## config.mk

```make
export PLATFORM = sky130hd
export DESIGN_NAME = dff_pipe
export DESIGN_NICKNAME = d
export VERILOG_FILES = /design/src/rtl/dff_pipe.sv
export SDC_FILE = /design/constraint.sdc
export NUM_CORES = 1
export LEC_CHECK = 0
export ABC_CLOCK_PERIOD_IN_PS = 8300
export BUFFER_PORTS_ARGS = -buffer_cell sky130_fd_sc_hd__buf_2
export CAP_MARGIN = 20
export CORE_MARGIN = 10
export CORE_UTILIZATION = 58
export CTS_CLUSTER_DIAMETER = 50
export DETAILED_ROUTE_END_ITERATION = 10
export GPL_ROUTABILITY_DRIVEN = 0
export PLACE_DENSITY = 0.83
export SLEW_MARGIN = 10
export SYNTH_ARGS = -nofsm -noshare
export SYNTH_HDL_FRONTEND = slang
export SYNTH_SLANG_ARGS = --single-unit
```

## constraint.sdc

```tcl
create_clock -name clk -period 8.3 [get_ports clk]
set_clock_uncertainty 0.2 [all_clocks]
set_input_delay 1.66 -clock clk [delete_from_list [all_inputs] [get_ports clk]]
set_output_delay 1.66 -clock clk [all_outputs]
set_load 0.02 [all_outputs]
```

## src/rtl/dff_pipe.sv

```systemverilog
// dff_pipe: DEPTH-stage enabled register pipeline with per-stage valid bits,
// flush, occupancy counter and a combinational tap read of any stage.
module dff_pipe #(
  parameter int unsigned WIDTH = 8,
  parameter int unsigned DEPTH = 4,
  parameter logic [WIDTH-1:0] RESET_VAL = '0,
  localparam int unsigned TW = (DEPTH > 1) ? $clog2(DEPTH) : 1,
  localparam int unsigned CW = $clog2(DEPTH + 1)
) (
  input  logic             clk,
  input  logic             rst,
  input  logic             en,
  input  logic             flush,
  input  logic [WIDTH-1:0] d,
  input  logic             d_valid,
  input  logic [TW-1:0]    tap_sel,
  output logic [WIDTH-1:0] q,
  output logic             q_valid,
  output logic [WIDTH-1:0] tap_q,
  output logic [CW-1:0]    fill_count,
  output logic             empty
);

  logic [WIDTH-1:0] r_data [DEPTH];
  logic [DEPTH-1:0] r_valid;
  logic [CW-1:0]    r_count;
  logic [CW-1:0]    w_count_nxt;
  logic [WIDTH-1:0] w_tap;

  // Occupancy after an enabled edge: one item may enter and one may leave.
  always_comb begin
    w_count_nxt = r_count + CW'(d_valid) - CW'(r_valid[DEPTH-1]);
  end

  // Data path: reset dominates flush, flush dominates shifting; flush keeps data.
  always_ff @(posedge clk) begin
    if (rst) begin
      for (int i = 0; i < DEPTH; i++) begin
        r_data[i] <= RESET_VAL;
      end
    end else if (!flush && en) begin
      r_data[0] <= d;
      for (int i = 1; i < DEPTH; i++) begin
        r_data[i] <= r_data[i-1];
      end
    end
  end

  // Valid bits and occupancy counter share the same priority as the data path.
  always_ff @(posedge clk) begin
    if (rst) begin
      r_valid <= '0;
      r_count <= '0;
    end else if (flush) begin
      r_valid <= '0;
      r_count <= '0;
    end else if (en) begin
      r_valid[0] <= d_valid;
      for (int i = 1; i < DEPTH; i++) begin
        r_valid[i] <= r_valid[i-1];
      end
      r_count <= w_count_nxt;
    end
  end

  // Tap read; an out-of-range stage index reads as zero.
  always_comb begin
    w_tap = '0;
    for (int i = 0; i < DEPTH; i++) begin
      if (tap_sel == TW'(i)) begin
        w_tap = r_data[i];
      end
    end
  end

  assign q          = r_data[DEPTH-1];
  assign q_valid    = r_valid[DEPTH-1];
  assign tap_q      = w_tap;
  assign fill_count = r_count;
  assign empty      = (r_count == '0);

endmodule
```

=== Word level (Yosys, flattened, before mapping) ===
Memory sizes are Yosys's and may differ from the RTL's.
Index checks and enable logic that the tools add are counted.

* Bits in registers: 7
* Memory bits (writable): 32
* Output and inout bits: 21
* Word-level logic and storage cells: 30
* Memories: 1

{| class="wikitable"
|+ Memory list
! memory !! depth !! width !! read ports !! clocked after memory_dff !! wr ports !! line !! text
|-
| r_data || 4 || 8 || 4 || 0 || 4 || 24 || <nowiki>logic [WIDTH-1:0] r_data [DEPTH];</nowiki>
|}

* $add $sub $neg: 2
* Equal/unequal tests: 3
* Muxes and demuxes: 13
* Bitwise logic cells: 4
* Reductions and logical operators: 5

{| class="wikitable"
|+ Operators with widths
! operator !! number
|-
| $mux 8 || 8
|-
| $mux 1 || 5
|-
| $eq 2x2->1 const B || 2
|-
| $or 1x1->1 || 4
|-
| $add 3x1->3 || 1
|-
| $logic_not 3->1 || 1
|-
| $sub 3x1->3 || 1
|-
| $eq 2x1->1 const B || 1
|-
| $logic_not 2->1 || 1
|-
| $reduce_or 2->1 || 1
|-
| $logic_and 1x1->1 || 1
|-
| $logic_not 1->1 || 1
|}

=== Logic depth before layout (Yosys ltp) ===
* Depth in word-level cells: 6
* Depth in mapped cells: 8
* Mapped depth without buffers: 8

=== Least setup slack after synthesis ===
Ideal clock, no wire load.

* Kind: in2out
* Start: input tap_sel[0]
* End: output tap_q[0]
* Data arrival time: 2488 ps
* Path slack: 3952 ps
* Stages: 2
* Path buffers: 1
* Cells stage by stage: buf_2 -> mux4_2

* Longest elaborated chain between the ends: 5
* Elaborated cells on any way between the ends: 8
* Those cells by class: 3 x eq/ne; 4 x mux; 1 x reduce/logical

{| class="wikitable"
|+ Ends and longest elaborated chain
! item !! line !! text
|-
| start: declaration || 16 || <nowiki>input logic [TW-1:0] tap_sel,</nowiki>
|-
| $logic_not 2->1 || 70 || <nowiki>if (tap_sel == TW'(i)) begin</nowiki>
|-
| $mux 8 (3 in series) || 70 ||
|-
| $mux 8 * || 70 ||
|-
| end: declaration || 19 || <nowiki>output logic [WIDTH-1:0] tap_q,</nowiki>
|}

Mark *: on every way between the ends. The rest lies on a longest branch, timed or not.

=== Final worst setup path ===
* Start: input tap_sel[0]
* End: output tap_q[3]

Same word-level chain as after synthesis.

==> impl_metrics.ini <==
[clocking]
clock_path_buffers = 2
holdBufCountCts = 0
worst_skew_pair.late_latency_ns = 0.32
clkSinkCount = 39
htreeDepth = 2
cts-root-buf = clkbuf_4
clk_pin_slew_ns = 0.11
cts_resized = 0
numCtsBuffers = 5
post_cts_buffers = 0
cts_tree = done

[die]
io_pins = 36
start_util_pct = 60.04
rows = 20
coreArea_mm2 = 0.003028
die_area_mm2 = 0.005774
die_w_um = 75.99
die_y_um = 75.99

[synth]
ys_seq_elements = 39
synthArstFlopShare_pct = 0
yosysSeqAreaShare_pct = 60.56
synthFlopType = edfxtp_1
synth_area_mm2 = 0.001818
synth_top_area_share_pct = 52.86
yosysTopAreaCell = edfxtp_1
synth_nets = 141
yosys-top-cells-count = and2_1, edfxtp_1, buf_4, mux4_2
syn_inst = 123
synth_edf_count = 32
synth.area.top_cells = edfxtp_1, and2_1, mux4_2
yosys_warnings = 0
ys_types = 21
synth.avg_cell_area_um2 = 14.78

[placement]
place_area_mm2 = 0.001941
place_ws_ns = 3.759
dp.cells = 188
dp_hpwl_um = 2206
port_buffers = 35

[worst_setup_path]
crit_slowest_cell = mux4_2
r2r-end = fill_count[2]
r2r_start = fill_count[0]
slowest_delay_ns = 0.55
r2r_slack_ns = 6.19
critPathCaptureType = output pin
reg2reg_depth = 8
cp.required_ns = 6.44
worstPathMaxFanout = 8
cpMostUsedCell = buf_2
path_class = primary input to output pin
crit_chain = buf_2 > mux4_2 > buf_2
worstSetupStartpointType = primary input
arrival_ns = 2.64

[timing]
setup_viol = 0
slew_headroom_pct = 69.90
fin_hold_ws_ns = 0.3272
rsz0062_at_grt = false
tightest_slew_ns = 0.4515
finalWorstSetupSlack_ns = 3.796
post-route-period-util_pct = 54.26
final-hold-violation-count = 0
fmax_ghz = 0.2220
period_minus_slack_ns = 4.504
slew_violations = 0
tns_ns = 0

[routing]
routedWlPerCell_um = 15.35
antenna_left = 0
initialDrtViolationCount = 89
vias_per_cell = 5.092
drc = 0
detailedRoute.firstPassIterationCount = 4
drt_wl_total_um = 3009
vias = 998

[worst_hold_path]
hold_end = r_valid[1]
min_path_cells = 2
holdCritPathClass = flip-flop to flip-flop
hp-start = r_valid[1]

[power]
power_density_mw_per_mm2 = 193.2
p_leak_nw = 0.8514
peakVddDrop_mv = 0.1305

[grt]
grt_pass1_vias = 1085
gr-total-overflow = 0
grt_antenna_before_repair = 0
grt.total_usage_pct = 10.70
grt_pass1_wl_um = 5078
grt_max_degree = 33

[outcome]
outcome = completed

[finish]
syn2layout_area_growth_pct = 10.94
final_nets = 169
drive_above_1_share_pct = 35.53
fin_area_mm2 = 0.002017
stdcell_count = 196
diodes = 0

[flow_run]
drv_cap = 0
==> logic make-up (layout without fill, tap and decap cells) <==
kind of cell | after synthesis | after routing | share of synthesized area (%)
muxes | 14 | 14 | 13.21
buffers and inverters | 21 | 50 | 7.777
DFF | 39 | 39 | 60.56
adders and majority gates | 3 | 3 | 2.477
and+or+nand+nor | 42 | 42 | 14.18
xor gates and xnor gates | 1 | 1 | 0.4818
AOI/OAI and AO/OA | 3 | 3 | 1.308
==> final cells by class <==
cell class	instances	area, µm²
inverter	6	22.52
timing repair buffer	36	182.7
fill	221	1011
sequential	39	1101
tap	44	55.05
clock buffer	5	37.54
clock inverter	3	38.79
multi-input combinational	63	579.3
==> metrics by stage <==
stage,utilization [%],total power [mW]
4_1_cts,66.61,0.3906
2_1_floorplan,-,0.2642
5_1_grt,66.61,0.4036
3_3_place_gp,64.09,0.2730
3_5_place_dp,64.09,0.2751
6_report,66.61,0.3897
==> critical path, delay by kind of cell <==
| family | cells | cell delay, ns |
|---|---|---|
| muxes | 1 | 0.55 |
| buffers and inverters | 2 | 0.44 |
==> state kept, by name, indices dropped and copies added, names as in the netlist <==
name	cells
r_data	32
fill_count	3
r_valid	4
==> placed cells by master (no fill, tap or decap) <==
cell,count
a211oi_1,1
a31o_1,1
and2_1,32
buf_2,35
buf_4,1
bufinv_16,1
clkbuf_4,5
clkinv_1,1
clkinv_2,1
dfxtp_1,7
edfxtp_1,32
fa_1,1
ha_1,2
inv_1,5
inv_2,1
mux2i_1,6
mux4_2,8
nor2_1,7
nor2_8,1
nor3_1,1
o21bai_2,1
or2_1,1
xnor2_1,1
==> per-layer routing <==
| metal | share of wire (%) | GRT usage (%) |
|---|---|---|
| met4 | 1.4 | 4.356 |
| met1 | 43 | 12.42 |
| met2 | 49 | 17.43 |
| met5 | 0 | 0 |
| met3 | 6.5 | 3.892 |
==> report_power, final <==
part           internal, mW  leakage (nW)  switching, mW
Sequential            0.223         0.395        0.00532
Clock                0.0620        0.0426         0.0578
Combinational        0.0176         0.414         0.0242
==> how the worst max path moves through the flow <==
stage               cells past startpoint       end  slack [ns]        from
finish                                  3  tap_q[3]        3.80  tap_sel[0]
global route                            3  tap_q[3]        3.73  tap_sel[0]
CTS                                     3  tap_q[3]        3.77  tap_sel[0]
detailed placement                      3  tap_q[1]        3.76  tap_sel[0]
global placement                        3  tap_q[3]        3.81  tap_sel[0]
floorplan                               2  tap_q[0]        3.95  tap_sel[0]
Power figures use the tool's default switching activity.
